--- src/rtl/fp_addsub_param.sv ---
// Four-stage pipelined IEEE-754 adder/subtractor with parametric format,
// five rounding modes, flush-to-zero and valid/ready backpressure.
module fp_addsub_param #(
  parameter int EXP_W = 8,
  parameter int MAN_W = 23,
  parameter bit FTZ   = 1'b1
) (
  input  logic                   clk,
  input  logic                   rst,
  input  logic                   in_valid,
  output logic                   in_ready,
  input  logic [EXP_W+MAN_W:0]   a,
  input  logic [EXP_W+MAN_W:0]   b,
  input  logic                   op_sub,
  input  logic [2:0]             rounding_mode,
  output logic                   out_valid,
  input  logic                   out_ready,
  output logic [EXP_W+MAN_W:0]   result,
  output logic                   overflow,
  output logic                   underflow,
  output logic                   inexact,
  output logic                   invalid_operation
);
  localparam int W  = 1 + EXP_W + MAN_W;
  localparam int AW = MAN_W + 4;
  localparam int XW = EXP_W + 2;
  localparam logic [2:0] RNE = 3'd0, RTZ = 3'd1, RDN = 3'd2, RUP = 3'd3, RMM = 3'd4;
  localparam logic [EXP_W-1:0] EXP_MAX = '1;
  localparam logic [EXP_W-1:0] EXP_TOP = EXP_MAX - 1'b1;
  localparam logic [W-1:0] QBIT = {{(EXP_W+1){1'b0}}, 1'b1, {(MAN_W-1){1'b0}}};
  localparam logic [W-1:0] QNAN = {1'b0, EXP_MAX, 1'b1, {(MAN_W-1){1'b0}}};

  if (FTZ != 1'b1 || EXP_W < 4 || MAN_W < 4) begin : g_param_check
    $error("fp_addsub_param: unsupported parameterisation");
  end

  function automatic logic round_up(input logic [2:0] rm, input logic neg,
                                    input logic lsb, input logic g, input logic r, input logic s);
    case (rm)
      RTZ:     round_up = 1'b0;
      RDN:     round_up = neg & (g | r | s);
      RUP:     round_up = ~neg & (g | r | s);
      RMM:     round_up = g;
      default: round_up = g & (r | s | lsb);
    endcase
  endfunction

  function automatic logic [W-1:0] sat_value(input logic [2:0] rm, input logic neg);
    logic to_inf;
    case (rm)
      RTZ:     to_inf = 1'b0;
      RDN:     to_inf = neg;
      RUP:     to_inf = ~neg;
      default: to_inf = 1'b1;
    endcase
    sat_value = to_inf ? {neg, EXP_MAX, {MAN_W{1'b0}}} : {neg, EXP_TOP, {MAN_W{1'b1}}};
  endfunction

  function automatic int lzc(input logic [AW-1:0] v);
    lzc = AW;
    for (int i = 0; i < AW; i++) if (v[i]) lzc = AW - 1 - i;
  endfunction

  logic en;
  assign en       = ~out_valid | out_ready;
  assign in_ready = en;

  logic vld_p1_q, vld_p2_q, vld_p3_q;
  logic [2:0] rm_p1_d, rm_p1_q, rm_p2_q, rm_p3_q;
  logic spec_p1_d, spec_p1_q, spec_p2_q, spec_p3_d, spec_p3_q;
  logic sinv_p1_d, sinv_p1_q, sinv_p2_q, sinv_p3_d, sinv_p3_q;
  logic [W-1:0] sres_p1_d, sres_p1_q, sres_p2_q, sres_p3_d, sres_p3_q;
  logic sa_p1_q, sb_p1_q, sign_p2_d, sign_p2_q, sign_p3_q, sub_p2_q;
  logic [EXP_W-1:0] ea_p1_q, eb_p1_q, exp_p2_d, exp_p2_q;
  logic [MAN_W:0] ma_p1_q, mb_p1_q;
  logic [AW-1:0] ml_p2_d, ml_p2_q, ms_p2_d, ms_p2_q, mn_p3_d, mn_p3_q;
  logic signed [XW-1:0] exp_p3_d, exp_p3_q;
  logic [W-1:0] result_d, result_q;
  logic ovf_d, unf_d, inx_d, inv_d, ovf_q, unf_q, inx_q, inv_q, out_valid_q;

  // S1: classify, apply op_sub, resolve specials
  logic sa, sb, a_nan, b_nan, a_inf, b_inf, a_zero, b_zero, a_qnan, b_qnan, a_snan, b_snan;
  logic [EXP_W-1:0] ea, eb;
  logic [MAN_W-1:0] fa, fb;
  always_comb begin
    sa = a[W-1];          ea = a[W-2:MAN_W]; fa = a[MAN_W-1:0];
    sb = b[W-1] ^ op_sub; eb = b[W-2:MAN_W]; fb = b[MAN_W-1:0];
    a_nan  = (ea == EXP_MAX) && (fa != '0);
    b_nan  = (eb == EXP_MAX) && (fb != '0);
    a_inf  = (ea == EXP_MAX) && (fa == '0);
    b_inf  = (eb == EXP_MAX) && (fb == '0);
    a_zero = (ea == '0);
    b_zero = (eb == '0);
    a_qnan = a_nan & fa[MAN_W-1];
    b_qnan = b_nan & fb[MAN_W-1];
    a_snan = a_nan & ~fa[MAN_W-1];
    b_snan = b_nan & ~fb[MAN_W-1];
    rm_p1_d   = (rounding_mode > RMM) ? RNE : rounding_mode;
    spec_p1_d = 1'b1;
    sinv_p1_d = a_snan | b_snan;
    sres_p1_d = '0;
    if (a_qnan)              sres_p1_d = a;
    else if (b_qnan)         sres_p1_d = {sb, b[W-2:0]};
    else if (a_snan)         sres_p1_d = a | QBIT;
    else if (b_snan)         sres_p1_d = {sb, b[W-2:0]} | QBIT;
    else if (a_inf && b_inf) begin
      if (sa == sb) sres_p1_d = {sa, EXP_MAX, {MAN_W{1'b0}}};
      else begin
        sres_p1_d = QNAN;
        sinv_p1_d = 1'b1;
      end
    end
    else if (a_inf)             sres_p1_d = {sa, EXP_MAX, {MAN_W{1'b0}}};
    else if (b_inf)             sres_p1_d = {sb, EXP_MAX, {MAN_W{1'b0}}};
    else if (a_zero && b_zero)  sres_p1_d = {(sa == sb) ? sa : (rm_p1_d == RDN), {(W-1){1'b0}}};
    else if (a_zero)            sres_p1_d = {sb, b[W-2:0]};
    else if (b_zero)            sres_p1_d = a;
    else                        spec_p1_d = 1'b0;
  end

  // S2: magnitude compare, swap, align with guard/round/sticky
  logic a_big;
  logic [EXP_W-1:0] ediff;
  logic [MAN_W:0] ms_raw;
  logic [AW-2:0] ext, shifted, lost;
  int sh;
  always_comb begin
    a_big     = {ea_p1_q, ma_p1_q} >= {eb_p1_q, mb_p1_q};
    exp_p2_d  = a_big ? ea_p1_q : eb_p1_q;
    sign_p2_d = a_big ? sa_p1_q : sb_p1_q;
    ml_p2_d   = {(a_big ? ma_p1_q : mb_p1_q), 3'b000};
    ms_raw    = a_big ? mb_p1_q : ma_p1_q;
    ediff     = exp_p2_d - (a_big ? eb_p1_q : ea_p1_q);
    sh        = (int'(ediff) > MAN_W + 3) ? MAN_W + 3 : int'(ediff);
    ext       = {ms_raw, 2'b00};
    shifted   = ext >> sh;
    lost      = ext & ~({(AW-1){1'b1}} << sh);
    ms_p2_d   = {shifted, |lost};
  end

  // S3: add/subtract, leading-zero count, normalise
  logic [AW:0] sum;
  logic signed [XW-1:0] exp_x;
  int lz;
  always_comb begin
    sum       = sub_p2_q ? ({1'b0, ml_p2_q} - {1'b0, ms_p2_q}) : ({1'b0, ml_p2_q} + {1'b0, ms_p2_q});
    exp_x     = {2'b00, exp_p2_q};
    lz        = 0;
    spec_p3_d = spec_p2_q;
    sinv_p3_d = sinv_p2_q;
    sres_p3_d = sres_p2_q;
    if (!spec_p2_q && sum == '0) begin
      spec_p3_d = 1'b1;
      sres_p3_d = {rm_p2_q == RDN, {(W-1){1'b0}}};
    end
    if (sum[AW]) begin
      mn_p3_d  = {sum[AW:2], sum[1] | sum[0]};
      exp_p3_d = exp_x + XW'(1);
    end else begin
      lz       = lzc(sum[AW-1:0]);
      mn_p3_d  = sum[AW-1:0] << lz;
      exp_p3_d = exp_x - XW'(lz);
    end
    // the aligned operand's sticky still stands for nonzero bits below R after a left shift
    mn_p3_d[0] = mn_p3_d[0] | ms_p2_q[0];
  end

  // S4: round, overflow/underflow, pack
  logic inc;
  logic [MAN_W+1:0] mr;
  logic signed [XW-1:0] er;
  logic [MAN_W-1:0] frac;
  always_comb begin
    inc  = round_up(rm_p3_q, sign_p3_q, mn_p3_q[3], mn_p3_q[2], mn_p3_q[1], mn_p3_q[0]);
    mr   = {1'b0, mn_p3_q[AW-1:3]} + {{(MAN_W+1){1'b0}}, inc};
    er   = exp_p3_q + (mr[MAN_W+1] ? XW'(1) : XW'(0));
    frac = mr[MAN_W+1] ? mr[MAN_W:1] : mr[MAN_W-1:0];
    result_d = {sign_p3_q, er[EXP_W-1:0], frac};
    ovf_d = 1'b0;
    unf_d = 1'b0;
    inx_d = |mn_p3_q[2:0];
    inv_d = 1'b0;
    if (spec_p3_q) begin
      result_d = sres_p3_q;
      inx_d    = 1'b0;
      inv_d    = sinv_p3_q;
    end else if (!er[XW-1] && er[XW-2:0] >= {1'b0, EXP_MAX}) begin
      result_d = sat_value(rm_p3_q, sign_p3_q);
      ovf_d    = 1'b1;
      inx_d    = 1'b1;
    end else if (er[XW-1] || er == '0) begin
      result_d = {sign_p3_q, {(W-1){1'b0}}};
      unf_d    = 1'b1;
      inx_d    = 1'b1;
    end
  end

  always_ff @(posedge clk) begin
    if (rst) begin
      vld_p1_q    <= 1'b0;
      vld_p2_q    <= 1'b0;
      vld_p3_q    <= 1'b0;
      out_valid_q <= 1'b0;
      result_q    <= '0;
      ovf_q       <= 1'b0;
      unf_q       <= 1'b0;
      inx_q       <= 1'b0;
      inv_q       <= 1'b0;
    end else if (en) begin
      vld_p1_q    <= in_valid;
      vld_p2_q    <= vld_p1_q;
      vld_p3_q    <= vld_p2_q;
      out_valid_q <= vld_p3_q;
      if (vld_p3_q) begin
        result_q <= result_d;
        ovf_q    <= ovf_d;
        unf_q    <= unf_d;
        inx_q    <= inx_d;
        inv_q    <= inv_d;
      end
    end
  end

  always_ff @(posedge clk) begin
    if (en) begin
      rm_p1_q <= rm_p1_d;   spec_p1_q <= spec_p1_d; sinv_p1_q <= sinv_p1_d; sres_p1_q <= sres_p1_d;
      sa_p1_q <= sa;        sb_p1_q <= sb;          ea_p1_q <= ea;          eb_p1_q <= eb;
      ma_p1_q <= {1'b1, fa}; mb_p1_q <= {1'b1, fb};
      rm_p2_q <= rm_p1_q;   spec_p2_q <= spec_p1_q; sinv_p2_q <= sinv_p1_q; sres_p2_q <= sres_p1_q;
      sign_p2_q <= sign_p2_d; sub_p2_q <= sa_p1_q ^ sb_p1_q; exp_p2_q <= exp_p2_d;
      ml_p2_q <= ml_p2_d;   ms_p2_q <= ms_p2_d;
      rm_p3_q <= rm_p2_q;   spec_p3_q <= spec_p3_d; sinv_p3_q <= sinv_p3_d; sres_p3_q <= sres_p3_d;
      sign_p3_q <= sign_p2_q; exp_p3_q <= exp_p3_d; mn_p3_q <= mn_p3_d;
    end
  end

  assign out_valid         = out_valid_q;
  assign result            = result_q;
  assign overflow          = ovf_q & out_valid_q;
  assign underflow         = unf_q & out_valid_q;
  assign inexact           = inx_q & out_valid_q;
  assign invalid_operation = inv_q & out_valid_q;
endmodule
--- config.mk ---
export PLATFORM = sky130hd
export DESIGN_NAME = fp_addsub_param
export DESIGN_NICKNAME = d
export VERILOG_FILES = /design/src/rtl/fp_addsub_param.sv
export SDC_FILE = /design/constraint.sdc
export NUM_CORES = 1
export LEC_CHECK = 0
export CAP_MARGIN = 20
export CORE_MARGIN = 3
export CORE_UTILIZATION = 35
export CTS_CLUSTER_SIZE = 28
export DETAILED_ROUTE_END_ITERATION = 10
export SLEW_MARGIN = 0
export SYNTH_ARGS = -nofsm -noshare
export SYNTH_HDL_FRONTEND = slang
export SYNTH_SLANG_ARGS = --single-unit
export TNS_END_PERCENT = 30
--- constraint.sdc ---
create_clock -name clk -period 19.25 [get_ports clk]
set_input_delay 4.8125 -clock clk [delete_from_list [all_inputs] [get_ports clk]]
set_output_delay 4.8125 -clock clk [all_outputs]
set_load 0.005 [all_outputs]
Word level (Yosys, flattened, before mapping)
Cells that the tools add are included.

Bits of input ports: 72. Bits in registers: 314. Logic and storage cells: 187.

Shift operators: 3. Equality and inequality tests: 9. Bitwise gates (word level): 27. Reduce and logical (&&, ||, !) cells: 23. Order comparisons: 4. $add $sub $neg: 7. Mux-type cells: 77.

Operators with widths (number): $mux W32 (40); $mux W23 (3); $mux W31 (2); $logic_not A23 Y1 (2); $reduce_bool A23 Y1 (2); $ge A32 B32 Y1 (1); $shl A27 B32 Y27 (1); $add A27 B27 Y28 (1); $logic_not A28 Y1 (1); $mux W28 (1); $sub A27 B27 Y28 (1); $and A26 B26 Y26 (1); $mux W26 (1); $not A26 Y26 (1); $reduce_or A26 Y1 (1); $shl A26 B8 Y26 const A (1); $shr A26 B8 Y26 (1); $add A24 B1 Y25 (1); $mux W24 (1); $mux W8 (3); $mux W1 (22); $eq A8 B8 Y1 const B (2); $logic_not A8 Y1 (2); $eq A3 B2 Y1 const B (4); other kinds (25) (54).

Depth between registers and ports, before layout
Gate-level depths: netlist of the first run.

Depth after elaboration: 33. Mapped depth: 30.

Least setup slack after synthesis of the first run
Ideal clock, no wire load.

Path kind: input port to output port. From: input port out_ready. To: output port in_ready. Path buffers: 1. Data required time: 14438 ps. Arrival time: 12507 ps. Path slack: 1930 ps. Stages: 2. Cells stage by stage: nand2b_1 clkbuf_1.

Word-level cells in the longest chain between the ends: 1.

RTL lines: start, declared (RTL line 17) `input logic out_ready,`; $or A1 B1 Y1 (RTL line 65) `assign en = ~out_valid | out_ready;`; end, declared (RTL line 11) `output logic in_ready,`.

Every way passes these cells.

Worst setup path in the final report of the first run
Same ends and word-level chain as after synthesis.

==> results.cfg, run 1 <==
[finish]
multi_input_area_um2 = 10500
fin_nets = 2368
n_fill_cell = 5534
final_layout_size_suffix_gt1_share_pct = 7.49
seq_area_um2 = 9000
area_growth_pct = 15.1
diodes = 0

[floorplan]
design.die.area_um2 = 61100
die_x_um = 247
die_h_um = 247
ios = 110
num_rows = 87
initial_utilization_pct = 35.8
core_area_um2 = 56900

[route]
routed_via_density = 5.85
ant_nets = 0
wl_um = 64500
vias = 17474
dr.pass1.iters = 6
drc = 0
drtIter0Drc = 1960
wire_per_inst_um = 21.6

[synth]
post_synth.cell_area_avg_um2 = 9.54
synth.top_cells.by_count = edfxtp_1, nand2_1, nor2_1
synth_edf_count = 273
synthArstFlopShare_pct = 0
synth_nets = 2299
yosys.cell_types.count = 95
synthTopCellsByArea = edfxtp_1, ha_1, dfxtp_1
synth_top_area_share_pct = 40.3
ys_seq_area_share_pct = 44.2
synthFlopType = edfxtp_1
synth_area_leader_cell = edfxtp_1
synth_cells = 2134
synth_warnings = 0
synth_most_common_cell = edfxtp_1
ys_seq_elements = 313
synth_area_um2 = 20400

[sta]
period_share_pct = 59.5
hold_viol = 0
slew_violations = 0
setup_violations = 0
tns_ps = 0
max_freq_mhz = 87.3
relSlewSlack_pct = 23.6
skew_ps = 26.3
tightestPinTransition_ps = 1140
holdWs_ps = 415
rsz0062_at_grt = no
period_needed_ps = 11460

[worst_setup_path]
crit_top_cell = clkdlybuf4s50_1
cp_max_fo = 52
slowest_stage = clkdlybuf4s50_1
cp.arrival_ps = 6640
cp.required_ps = 14440
crit_type = primary input to primary output
path_cells = clkdlybuf4s50_1 -> nand2b_4 -> clkdlybuf4s50_1
endpoint_kind = primary output
path_buf_inv = 2
worst_path_dominant_cell_family = buffers and inverters
critical_path.max_stage_delay_ps = 780
start_kind = primary input

[cts]
postCtsSetupRepairBufs = 0
cts_buffers = 35
root_buffer = clkbuf_16
clk_latency_ps = 550
clock_sinks = 313
cts_tree = done
cts_resized = 0
htree_levels = 2
clk_pin_slew_ps = 60
clock_path_buffers = 3
cts_hold_buf = 0

[flow_run]
drv_cap = 0

[placed_design]
place.gp.congestion = 0.983
io_buffers = 109
dp_hpwl_um = 49400

[power_and_ir_drop]
p_per_area_nw_per_um2 = 112
ir_drop_mv = 0.0649
p_leak_nw = 9.00

[status]
status = completed

[grt]
grt_max_degree = 163
grt_pass1_vias = 16227
overflow = 0
grt_pass1_wl_um = 97300
antenna_found_initial = 1
grt_usage_pct = 20.5

[hold_path]
hp-class = flop to flop
-- worst paths after layout --
check | to | slack, ps | start | cells past startpoint
max reg2reg | ms_p2_q[1] | 11880 | eb_p1_q[3] | 21
max | in_ready | 7790 | out_ready | 3
min | rm_p2_q[0] | 420 | rm_p1_q[0] | 0
min reg2reg | rm_p2_q[0] | 420 | rm_p1_q[0] | 0
-- metrics by stage --
step	cell area [µm²]	std cells	setup WS, ps	total power (W)	utilization [%]
5_1_grt	23400	2985	7650	0.00276	41.2
3_5_place_dp	22200	2920	7760	0.00192	39.0
6_report	23400	2985	7790	0.00263	41.2
2_1_floorplan	20400	2134	1930	0.00161	-
4_1_cts	23400	2983	7750	0.00262	41.1
3_3_place_gp	22200	2920	7780	0.00191	39.0
-- state kept, by name, indices dropped and copies added, names as in the netlist, 3 cells and up --
register   cells
result        32
sres_p1_q     32
sres_p2_q     32
sres_p3_q     32
mn_p3_q       27
ms_p2_q       27
ma_p1_q       23
mb_p1_q       23
ml_p2_q       23
exp_p3_q      10
ea_p1_q        8
eb_p1_q        8
exp_p2_q       8
rm_p1_q        3
rm_p2_q        3
rm_p3_q        3
-- layout make-up --
class | instances | share of cell area (%)
Multi-Input combinational cell | 1607 | 45.0
Sequential cell | 313 | 38.4
Timing Repair Buffer | 133 | 5.60
Tap cell | 756 | 4.04
Clock buffer | 38 | 3.88
Inverter | 113 | 1.81
Clock inverter | 25 | 1.25
-- where the power goes --
group	internal [W]	switching (W)	total [W]
sequential	0.000837	0.0000712	0.000909
combinational	0.000378	0.000649	0.00103
clock	0.000414	0.000282	0.000696
-- worst reg2reg max path: cells and delay by family (launching register included) --
kind | cells | cell delay [ps]
and+or+nand+nor | 9 | 2400
AOI/OAI and AO/OA | 5 | 1740
xor gates and xnor gates | 1 | 780
adders and majority gates | 2 | 700
muxes | 2 | 660
DFF | 1 | 410
buffers and inverters | 2 | 390
-- cells by family (layout without fill, tap and decap cells) --
logic type / after synthesis / after routing / share of synthesized area (%)
AND/OR/NAND/NOR: 731 / 731 / 17.5
AO/OA/AOI/OAI: 623 / 623 / 20.7
flip-flops: 313 / 313 / 44.2
buffers and inverters: 214 / 309 / 4.12
multiplexers: 95 / 95 / 4.84
adder cells (fa/ha/maj): 94 / 94 / 5.84
XOR/XNOR: 64 / 64 / 2.86
-- layer usage --
layer	part of all wire, %	wire, µm	track usage [%]	vias to the layer above
met2	45	28800	32.0	757
met4	2.7	1750	5.75	2
met5	0.020	13	0	-
met3	6.8	4370	2.73	126
li1	-	-	-	8193
met1	46	29600	29.6	8396
-- cells in the final DEF (no fill, tap or decap), types with 22 or more instances in the layout --
| cell | n |
|---|---|
| mux2_2 | 27 |
| ha_1 | 91 |
| o211ai_1 | 24 |
| nand3_1 | 73 |
| o21ai_0 | 138 |
| clkdlybuf4s50_1 | 109 |
| nor4_1 | 27 |
| inv_1 | 108 |
| a21oi_1 | 158 |
| nor2_1 | 173 |
| dfxtp_1 | 40 |
| a211oi_1 | 28 |
| edfxtp_1 | 273 |
| xor2_1 | 24 |
| xnor2_1 | 37 |
| nand2_1 | 207 |
| clkbuf_16 | 36 |
| mux2i_1 | 67 |
| nor2b_1 | 23 |
| o221ai_1 | 34 |
| nor3_1 | 46 |
| a22o_1 | 22 |
| and2_1 | 53 |
No activity file was read; power rests on OpenSTA's default activity.
==> run 2, diff against run 1 <==
==> constraint.sdc (replaced) <==
create_clock -name clk -period 11.1 [get_ports clk]
set_input_delay 2.775 -clock clk [delete_from_list [all_inputs] [get_ports clk]]
set_output_delay 2.775 -clock clk [all_outputs]
set_load 0.005 [all_outputs]
==> run 2 against run 1 <==
Effect of this change:
- die area did not move
- clock power rose by 64%
- critical path depth rose by 17
- wire length rose by 2.6%
- via count fell by 0.69%
- sequential share of layout area rose by 0.10 points
- final cell count barely moved
- combinational power rose by 72%
- largest power group unchanged
- setup slack got worse by 4200 ps
- core utilization fell by 0.11 points
- largest cell class unchanged
==> results.cfg, run 2 (synthesis results as in run 1) <==
[status]
status = completed

[cts]
cts_tree = done
clk_pin_slew_ps = 60
postCtsSetupRepairBufs = 0
root_buffer = clkbuf_16
clock_sinks = 313
clock_path_buffers = 3
clk_latency_ps = 550
cts_hold_buf = 0
cts_buffers = 36
cts_resized = 0
htree_levels = 2

[worst_setup_path]
critical_path.max_stage_delay_ps = 870
crit_type = flop to flop
cp.arrival_ps = 7820
cp_max_fo = 58
r2r_cells = 20
path_buf_inv = 1
crit_top_cell = nor2_1
cp.required_ps = 11400
reg2reg_to = ms_p2_q[0]
endpoint_kind = flop
start_kind = flop
rrSetupSlack_ps = 3580
slowest_stage = ha_1
r2r_start = ea_p1_q[0]
cp-startpoint = ea_p1_q[0]
path_cells = ha_1 -> nand4_1 -> nor4_1 -> o211ai_1 -> a211oi_2 -> nor2_4 -> buf_4 -> nor2_1 -> nor2_1 -> ha_1 -> nor4_1 -> nor2_1 -> a221o_1 -> xnor2_1 -> nand3_1 -> a211oi_1 -> a21oi_1 -> a2111oi_0 -> a31oi_1 -> or3_1
worst_path_dominant_cell_family = simple AND/OR/NAND/NOR gates

[sta]
tns_ps = 0
rsz0062_at_grt = no
slew_violations = 0
tightestPinTransition_ps = 1050
period_share_pct = 67.8
period_needed_ps = 7520
max_freq_mhz = 133
hold_viol = 0
skew_ps = 15.8
relSlewSlack_pct = 29.4
setup_violations = 0

[floorplan]
core_area_um2 = 56900
num_rows = 87
initial_utilization_pct = 35.8
design.die.area_um2 = 61100
ios = 110
die_x_um = 247
die_h_um = 247

[placed_design]
place.gp.congestion = 0.960
io_buffers = 109
postPlaceCellArea_um2 = 22200
dp_hpwl_um = 50900

[grt]
antenna_found_initial = 2
grt_max_degree = 182
top_usage_layer = met2
grt_usage_pct = 21.2
use_met1_pct = 30.7
overflow = 0
grtUsageMet3_pct = 2.90
use_met2_pct = 32.8
grt_pass1_vias = 16336
grt_pass1_wl_um = 99800

[route]
vias = 17353
wl_um = 66200
wire_per_inst_um = 22.2
drc = 0
dr.pass1.iters = 5
routed_via_density = 5.81
drtIter0Drc = 1898
ant_nets = 0

[finish]
fin_nets = 2370
layout_common_cells = edfxtp_1, nand2_1, nor2_1
n_fill_cell = 5513
area_growth_pct = 14.8
postLayoutCellArea_um2 = 23400
final_layout_size_suffix_gt1_share_pct = 7.44
final_common_cell = edfxtp_1
diodes = 0

[flow_run]
drv_cap = 0

[hold_path]
whs_endpoint = sres_p2_q[25]
worstHoldPathCells = 0
hp-class = flop to flop
worstHoldStart = sres_p1_q[25]

[power_and_ir_drop]
ir_drop_mv = 0.0996
combPwrFrac_pct = 39.3
p_leak_nw = 8.98
clock_power_share_pct = 25.4
seq_power_share_pct = 35.3
totalPowerFinal_w = 0.00450
p_int_w = 0.00276
switching_power_w = 0.00174
p_per_area_nw_per_um2 = 193
switching_share_pct = 38.7
-- run 2: changes by cell type in the layout (fill, tap and decap cells not counted), sizes merged --
| cell | change |
|---|---|
| bufinv | -3 |
| clkbuf | +2 |
| buf | +1 |
| clkinv | +4 |
| clkinvlp | -2 |
-- run 2: layer usage --
metal,share of wire [%],wire length (µm),vias up
met2,45,29500,678
met1,46,30600,8371
li1,-,-,8194
met3,6.4,4240,110
met5,0,0,-
met4,2.9,1890,0
-- run 2: worst max-delay path by stage --
stage | slack, ps | cells after the start | endpoint
6_report | 3580 | 20 | ms_p2_q[0]
5_1_grt | 3030 | 20 | ms_p2_q[0]
4_1_cts | 3740 | 21 | ms_p2_q[1]
3_5_place_dp | 3730 | 20 | ms_p2_q[0]
3_3_place_gp | 3870 | 21 | ms_p2_q[1]
2_1_floorplan | 1950 | 2 | in_ready
-- run 2: worst register-to-register path, cell delays in order (launching register included) --
cell and delay, ps:
edfxtp_1 430, ha_1 870, nand4_1 240, nor4_1 400, o211ai_1 180, a211oi_2 570
nor2_4 20, buf_4 340, nor2_1 200, nor2_1 50, ha_1 230, nor4_1 430
nor2_1 80, a221o_1 400, xnor2_1 730, nand3_1 660, a211oi_1 420, a21oi_1 70
a2111oi_0 500, a31oi_1 130, or3_1 310
-- run 2: layout make-up --
cell class	instances	area (µm²)	share of cell area (%)
Sequential cell	313	9000	38.5
Inverter	113	424	1.82
Timing Repair Buffer	134	1320	5.64
Tap cell	756	946	4.05
Clock buffer	40	916	3.92
Multi-Input combinational cell	1607	10500	45.1
Clock inverter	24	215	0.921
-- run 2: per-stage QoR --
| step | setup slack [ps] | cells | hold WS, ps | util [%] |
|---|---|---|---|---|
| after floorplan | 1950 | 2134 | 400 | - |
| after global placement | 3870 | 2921 | 405 | 39.0 |
| after detailed placement | 3730 | 2921 | 405 | 39.0 |
| after CTS | 3740 | 2985 | 418 | 41.0 |
| after global routing | 3030 | 2987 | 424 | 41.0 |
| final | 3580 | 2987 | 418 | 41.0 |
-- run 2: power by group through the flow --
stage	Sequential, W	Clock (W)	Combinational [W]
floorplan	0.00155	0	0.00124
global placement	0.00161	0	0.00173
detailed placement	0.00161	0	0.00173
CTS	0.00159	0.00117	0.00173
global route	0.00161	0.00122	0.00192
finish	0.00159	0.00114	0.00177
